## config.mk

```make
export PLATFORM = sky130hd
export DESIGN_NAME = mem_wb_stage
export DESIGN_NICKNAME = d
export VERILOG_FILES = /design/src/rtl/mem_wb_pkg.sv /design/src/rtl/dmem_sp.sv /design/src/rtl/mem_wb_stage.sv
export SDC_FILE = /design/constraint.sdc
export NUM_CORES = 2
export LEC_CHECK = 0
export ABC_CLOCK_PERIOD_IN_PS = 6700
export BUFFER_PORTS_ARGS = -buffer_cell sky130_fd_sc_hd__buf_4
export CORE_MARGIN = 5
export CORE_UTILIZATION = 63
export CTS_CLUSTER_SIZE = 40
export DETAILED_ROUTE_END_ITERATION = 8
export PLACE_DENSITY = 0.79
export SLEW_MARGIN = 10
export SYNTH_ARGS = -nofsm -noshare
export SYNTH_HDL_FRONTEND = slang
export SYNTH_SLANG_ARGS = --single-unit
```

## constraint.sdc

```tcl
create_clock -name clk -period 6.7 [get_ports clk]
set_input_delay 1.675 -clock clk [delete_from_list [all_inputs] [get_ports clk]]
set_output_delay 1.675 -clock clk [all_outputs]
set_load 0.05 [all_outputs]
```

## src/rtl/mem_wb_pkg.sv

```systemverilog
// rtl/mem_wb_pkg.sv - shared opcodes, flag indices and op classification for mem_wb_stage
//
// Purpose : opcode localparams, flag bit positions, clear-FSM state type and
//           the is_wb_op / is_flag_op classifiers used by mem_wb_stage.
// Ports   : none (package).
// Options : DMEM_CLEAR_EN (the clear-FSM state type is always declared).
package mem_wb_pkg;

  localparam logic [4:0] OP_ADD   = 5'b00000;
  localparam logic [4:0] OP_STORE = 5'b10100;
  localparam logic [4:0] OP_LOAD  = 5'b10101;
  localparam logic [4:0] OP_JUMP  = 5'b11100;

  // Positions of the bits inside the {P,V,Z,C} flag vector
  localparam int FLAG_P = 3;
  localparam int FLAG_V = 2;
  localparam int FLAG_Z = 1;
  localparam int FLAG_C = 0;

  typedef enum logic {
    ST_IDLE  = 1'b0,
    ST_CLEAR = 1'b1
  } clr_state_t;

  // ALU ops: these write ans_ex back to the register file and update flags
  function automatic logic is_flag_op(input logic [4:0] op);
    logic r;
    r = 1'b0;
    case (op)
      5'b00000, 5'b00001, 5'b00010,
      5'b00100, 5'b00101, 5'b00110, 5'b00111,
      5'b01000, 5'b01001, 5'b01010,
      5'b01100, 5'b01101, 5'b01110, 5'b01111,
      5'b10110,
      5'b11001, 5'b11010, 5'b11011: r = 1'b1;
      default:                      r = 1'b0;
    endcase
    return r;
  endfunction

  // Anything that produces a register-file write: ALU ops plus LOAD
  function automatic logic is_wb_op(input logic [4:0] op);
    return is_flag_op(op) || (op == OP_LOAD);
  endfunction

endpackage

```

## src/rtl/dmem_sp.sv

```systemverilog
// rtl/dmem_sp.sv - single-port synchronous-write, synchronous-read data memory
//
// Purpose : 2**AW x 8 RAM. Write and read both take effect on the rising edge.
//           The read register only updates on i_re, so o_rdata holds the last
//           loaded word between loads.
// Ports   : clk      - clock
//           i_we     - write enable
//           i_re     - read enable
//           i_addr   - word address
//           i_wdata  - write data
//           o_rdata  - registered read data
module dmem_sp #(
  parameter int AW = 8
) (
  input  logic          clk,
  input  logic          i_we,
  input  logic          i_re,
  input  logic [AW-1:0] i_addr,
  input  logic [7:0]    i_wdata,
  output logic [7:0]    o_rdata
);

  logic [7:0] r_mem [0:(1<<AW)-1];
  logic [7:0] r_rdata;

  always_ff @(posedge clk) begin
    if (i_we) begin
      r_mem[i_addr] <= i_wdata;
    end
    if (i_re) begin
      r_rdata <= r_mem[i_addr];
    end
  end

  assign o_rdata = r_rdata;

endmodule

```

## src/rtl/mem_wb_stage.sv

```systemverilog
// rtl/mem_wb_stage.sv - memory access and register write-back stage of the 8-bit core
//
// Purpose : performs data-memory STORE/LOAD, latches the architectural flag
//           register and drives a registered register-file write port.
//           Optional macro DMEM_CLEAR_EN adds a post-reset memory clear FSM.
// Ports   : clk, reset      - clock, synchronous active-high reset
//           valid_ex        - execute result valid
//           Op_ex, rd_ex    - opcode and destination register aligned with ans_ex
//           ans_ex          - ALU result / memory address
//           DM_data         - store data
//           flag_ex         - {P,V,Z,C} from execute
//           wb_en/addr/data - register-file write port
//           flags           - architectural flags
//           busy            - stage not accepting ops
module mem_wb_stage
  import mem_wb_pkg::*;
#(
  parameter int AW = 8,
  parameter int RW = 3
) (
  input  logic          clk,
  input  logic          reset,
  input  logic          valid_ex,
  input  logic [4:0]    Op_ex,
  input  logic [RW-1:0] rd_ex,
  input  logic [7:0]    ans_ex,
  input  logic [7:0]    DM_data,
  input  logic [3:0]    flag_ex,
  output logic          wb_en,
  output logic [RW-1:0] wb_addr,
  output logic [7:0]    wb_data,
  output logic [3:0]    flags,
  output logic          busy
);

  logic          w_accept;
  logic          w_is_store;
  logic          w_is_load;
  logic          w_clearing;
  logic [AW-1:0] w_clr_addr;
  logic          w_mem_we;
  logic          w_mem_re;
  logic [AW-1:0] w_mem_addr;
  logic [7:0]    w_mem_wdata;
  logic [7:0]    w_mem_rdata;

  logic          r_wb_en;
  logic [RW-1:0] r_wb_addr;
  logic [7:0]    r_alu_data;
  logic          r_sel_load;
  logic [3:0]    r_flags;

`ifdef DMEM_CLEAR_EN
  clr_state_t    r_state;
  logic [AW-1:0] r_cnt;
  logic          r_busy;

  // Walk every address once after reset, writing zero; reset restarts the walk
  always_ff @(posedge clk) begin
    if (reset) begin
      r_state <= ST_CLEAR;
      r_cnt   <= '0;
      r_busy  <= 1'b1;
    end else begin
      case (r_state)
        ST_CLEAR: begin
          r_cnt <= r_cnt + 1'b1;
          if (r_cnt == {AW{1'b1}}) begin
            r_state <= ST_IDLE;
            r_busy  <= 1'b0;
          end
        end
        default: begin
          r_state <= ST_IDLE;
          r_busy  <= 1'b0;
        end
      endcase
    end
  end

  assign w_clearing = (r_state == ST_CLEAR) && !reset;
  assign w_clr_addr = r_cnt;
  assign busy       = r_busy;
`else
  assign w_clearing = 1'b0;
  assign w_clr_addr = '0;
  assign busy       = 1'b0;
`endif

  // Reset wins over any op, so a STORE during reset never reaches memory
  assign w_accept   = valid_ex && !busy && !reset;
  assign w_is_store = (Op_ex == OP_STORE);
  assign w_is_load  = (Op_ex == OP_LOAD);

  assign w_mem_we    = w_clearing || (w_accept && w_is_store);
  assign w_mem_re    = w_accept && w_is_load;
  assign w_mem_addr  = w_clearing ? w_clr_addr : ans_ex[AW-1:0];
  assign w_mem_wdata = w_clearing ? 8'h00 : DM_data;

  dmem_sp #(
    .AW (AW)
  ) u_dmem (
    .clk     (clk),
    .i_we    (w_mem_we),
    .i_re    (w_mem_re),
    .i_addr  (w_mem_addr),
    .i_wdata (w_mem_wdata),
    .o_rdata (w_mem_rdata)
  );

  always_ff @(posedge clk) begin
    if (reset) begin
      r_wb_en    <= 1'b0;
      r_wb_addr  <= '0;
      r_alu_data <= 8'h00;
      r_sel_load <= 1'b0;
      r_flags    <= 4'b0000;
    end else begin
      r_wb_en <= w_accept && is_wb_op(Op_ex);
      if (w_accept && is_wb_op(Op_ex)) begin
        r_wb_addr  <= rd_ex;
        r_sel_load <= w_is_load;
        if (!w_is_load) begin
          r_alu_data <= ans_ex;
        end
      end
      if (w_accept && is_flag_op(Op_ex)) begin
        r_flags <= flag_ex;
      end
    end
  end

  // Load data comes straight from the RAM read register, which only updates
  // on loads, so wb_data still holds its last value while wb_en is low.
  assign wb_en   = r_wb_en;
  assign wb_addr = r_wb_addr;
  assign wb_data = r_sel_load ? w_mem_rdata : r_alu_data;
  assign flags   = r_flags;

endmodule

```

Yosys cells after proc, flatten, opt, wreduce, memory -nomap -nowiden

Memory sizes are Yosys's and may differ from the RTL's. A register that Yosys moved wholly into a read port is not among the register bits.
Index checks and enable logic that the tools add are counted.

RAM bits: 2,048
Memory bits (read-only): 96
Register bits: 17
Input bits: 31
Memories kept: 4

Memory list:

| memory           | words | width | read ports | clocked after memory_dff | write ports | line             | source |
|---|---|---|---|---|---|---|---|
| u_dmem.r_mem     | 256   | 8     | 1          | 1                        | 1           | dmem_sp.sv:23    | `logic [7:0] r_mem [0:(1<<AW)-1];` |
| (name not given) | 32    | 1     | 1          | 0                        | 0           | mem_wb_pkg.sv:29 | `case (op)` |
| (name not given) | 32    | 1     | 1          | 0                        | 0           | mem_wb_pkg.sv:29 |  |
| (name not given) | 32    | 1     | 1          | 0                        | 0           | mem_wb_pkg.sv:29 |  |

Eq/ne operators: 2
Multiplexer cells: 6
Bitwise gates (word level): 1
Reductions and logical operators: 10

Operators with widths:

| operator                              | count |
|---|---|
| 5-bit == test (second input constant) | 2 |
| 8-bit 2-to-1 mux                      | 1 |
| 1-bit logical AND                     | 6 |
| 1-bit 2-to-1 mux                      | 5 |
| 1-bit logical OR                      | 2 |
| 2-bit AND reduction                   | 1 |
| 1-bit logical NOT                     | 1 |
| 1-bit NOT                             | 1 |

Longest topological paths before layout

Word-level depth: 5
Mapped depth: 9
Gate-level depth less buffers: 6

Modules after synthesis

Synthesis repeated with hierarchy kept, for this count alone.

Cell total of the unflattened synthesis: 3,644
Area, all modules: 79,525.0 µm²

By module, submodules not included:

| module       | instances | area an instance (µm²) | cells an instance | seq. area each (µm²) |
|---|---|---|---|---|
| dmem_sp      | 1         | 78,572.9               | 3,547             | 61,739.2 |
| mem_wb_stage | 1         | 952.2                  | 97                | 340.3 |

Worst setup path after synthesis

OpenSTA, ideal clock, no wires.

Path type: input -> register
Start: input port ans_ex[0]
End: memory u_dmem.r_mem[112][0], enable pin
Arrival time: 3.592 ns
Data required time: 6.330 ns
Cell stages on the path: 9
Slack: 2.738 ns
Library setup time: 0.370 ns
Cell sequence: clkbuf_1 > buf_4 > buf_6 > buf_2 > nor4_1 > nor2b_1 > nand2_1 > clkbuf_1 > nor2_1

RTL lines:

| element            | line               | source |
|---|---|---|
| start: declaration | mem_wb_stage.sv:26 | `input logic [7:0] ans_ex,` |
| end: declaration   | dmem_sp.sv:23      |  |

Straight into the memory's write port.

==> qor.txt <==
area occupied by multi-input gates - 16100 um2
GR Overflow Total - 0
Internal - 20.6 mW
Nets - 3730
die area - 133000 um2
die height - 364 um
main combinational cell family by area after synthesis - multiplexers
CTS tree - yes
status - finished, final reports clean
initial core utilization - 63.2%
worst-path fanout max - 70
layout cell share with drive strength beyond 1 - 24.4%
Async S/R FF share, synth - 0%
buffers added on ports - 46
Vias - 39750
CTS Buffer Depth - 3
max_cap viols - 0
Crit-path slowest cell - o41ai_1
Worst Path Required - 7.16 ns
first-pass GRT wire length - 284000 um
Mapped Cells - 3609
Yosys top cell by area - edfxtp_1
Core Rows - 130
depth of the most critical reg-to-reg path - 5
die extent in x - 364 um
syn avg cell area - 21.9 um2
NetSw - 5.51 mW
post-synthesis simple-gate area fraction - 1.77%
core footprint - 125000 um2
CP max stage delay - 1.09 ns
routability cong. - 0.835
largest net degree at the start of global routing - 209
crit share post-route - 74.1%
DRC - 0
Leakage Power - 26.8 nW
post-detailed-placement half-perimeter wirelength - 106000 um
worst endpoint data arrival time - 5.43 ns
final hold violations - 0
top-area cell type share of the netlist area - 78.0%
final slew viol count - 0
Synth Cell Area - 79200 um2
complex-gate fraction of the synthesized area - 3.61%
Combinational Power Share - 4.4%
critical path, cell by cell - buf_8, buf_12, buf_12, mux4_2, a22oi_1, a21oi_1, o41ai_1, nand4_1
vias in the first global route - 39955
adder-cell share of the synthesized area - 0%
worst rel slew slack - 10.2%
Clock power frac - 41.0%
max frequency - 201 MHz
1st-iter DRT viols - 6748
setup TNS - 0 ns
IO Pins - 48
# resized after CTS - 0
CP Class - primary input to flip-flop
measured slew at the worst slew-check pin - 1.33 ns
ranking of synthesized cells by area - edfxtp_1 (78%), mux4_2 (15%), a22oi_1 (2.4%)
VDD IR max - 0.301 mV
Cells on Worst Hold Path - 2
Synth Register Bits - 2073
Post-synth top flop - edfxtp_1
RSZ-0062 raised after global routing - no
register area share after synthesis - 78.4%
delay-heaviest family, CP - compound AO/OA/AOI/OAI gates
Synth Warn # - 0
Reg area - 62100 um2
EDFF count, synth - 2056
WL/cell - 35.5 um
CTS root buf - clkbuf_16
crit-path most repeated cell - buf_12
XOR/XNOR Fraction of Synth Area - 0.0111%
switch share - 21.1%
Clock Skew - 0.0418 ns
initial antenna violation count - 6
H-Tree Depth - 4
CTS clock-pin slew for the worst setup and hold paths - 0.06 ns
Hold Crit Class - flip-flop to flip-flop
CP Capture Type - flip-flop
clock period minus worst slack - 4.96 ns
Util after Layout - 70.1%
Routed Wire Length - 196000 um
Fillers - 7031
Seq pwr share - 54.6%
final setup fails - 0
hold buffer count at cts - 0
post-route ant nets - 0
power density over the cells - 298 nW/um2
DR pass1 iterations - 6
Synth cell types - 34
critical path depth - 8
postcts setup bufs - 0
CP Buf/Inv Count - 3
Layout area overhead - 10.9%
Synth Net Count - 3640
CP startpoint kind - primary input
mux cell area share after synthesis - 14.9%
Num CTS Buffers - 193
Clock Sinks - 2073
Total Routing Usage GR - 30.0%
drt via density - 7.21
Clk Latency, worst-skew pair - 0.81 ns
==> worst paths after layout <==
kind,startpoint,endpoint,slack [ns]
max,ans_ex[0],u_dmem.o_rdata[6],1.74
min,r_alu_data[3],r_alu_data[3],0.50
max reg2reg,u_dmem.r_mem[96][6],u_dmem.o_rdata[6],3.61
min reg2reg,r_alu_data[3],r_alu_data[3],0.50
==> cells by family after synthesis <==
| family | count (synthesis) |
|---|---|
| DFF | 2073 |
| muxes | 535 |
| AOI/OAI and AO/OA | 419 |
| and+or+nand+nor | 345 |
| buffers and inverters | 235 |
| xor gates and xnor gates | 1 |
| other | 1 |
==> cell usage in the layout, fill, tap and decap left out, types with 6 or more instances in the layout <==
cell type   netlist  layout
edfxtp_1       2056    2056
nor2b_1          11       9
nand2_2           0      11
clkinv_8          0       7
o41ai_2           0       7
mux2i_1          15      15
bufinv_16         0      13
a21oi_1         128     128
clkinvlp_4        0       6
dfxtp_1          17      17
a22oi_1         256     256
mux4_2          512     512
clkbuf_1        134      50
clkinv_2          0      37
mux2_2            8       8
clkbuf_16         0     194
clkbuf_8          0      15
buf_4            10      94
nor2_1          276     275
clkinv_1          0      36
buf_12            0      22
nand3_1           7       7
nand2_1          27      16
o41ai_1          32      25
nand4_1           9       9
==> synth_stat cells (7+ instances only) <==
cell,number
a21oi_1,128
a22oi_1,256
nor2b_1,11
nand4_1,9
buf_6,9
mux2_2,8
buf_1,37
edfxtp_1,2056
dfxtp_1,17
clkbuf_1,134
o41ai_1,32
buf_4,10
nor2_1,276
mux2i_1,15
nand3_1,7
buf_2,42
nand2_1,27
mux4_2,512
==> metrics by stage <==
step	hold WS, ns	total power, mW	instance area, um2	setup slack (ns)	instances
5_1_grt	0.559	26.8	87700	1.71	5513
3_5_place_dp	0.489	15.7	81600	1.06	5154
6_report	0.504	26.1	87800	1.74	5516
4_1_cts	0.503	26.2	87700	1.85	5513
3_3_place_gp	0.470	15.6	81500	0.608	5150
2_1_floorplan	0.459	15.2	79200	2.74	3609
==> tightest hold or removal path, delay by kind of cell (launching register included) <==
family           cells  cell delay, ns
flip-flops           1            0.32
multiplexers         1            0.07
AND/OR/NAND/NOR      1            0.08
==> layout make-up <==
cell class | count | area share, %
Sequential cell | 2073 | 70.7
Multi-Input combinational cell | 1301 | 18.4
Clock buffer | 251 | 5.86
Tap cell | 1650 | 2.35
Timing Repair Buffer | 127 | 1.47
Clock inverter | 108 | 1.16
Inverter | 3 | 0.0128
Antenna cell | 3 | 0.00855
==> sequential cells by signal, summed over array words and instances, names as in the netlist <==
name / cells
flags: 4
r_alu_data: 8
u_dmem.o_rdata: 8
u_dmem.r_mem: 2048
wb_en: 1
r_sel_load: 1
wb_addr: 3
==> metal layers <==
| metal | track usage (%) | up-vias | wire (um) |
|---|---|---|---|
| met2 | 46.4 | 3270 | 93600 |
| met3 | 8.18 | 478 | 26200 |
| met5 | 0 | - | 34 |
| met1 | 42.2 | 20557 | 67600 |
| met4 | 11.2 | 6 | 8330 |
| li1 | - | 15439 | - |
==> power by group through the flow <==
stage	Sequential [mW]	Clock (mW)	Combinational (mW)
global route	14.3	11.4	1.21
global placement	14.5	0	1.10
CTS	14.3	10.8	1.15
floorplan	14.5	0	0.621
detailed placement	14.5	0	1.13
finish	14.3	10.7	1.16
(Power assumes the default switching activity.)
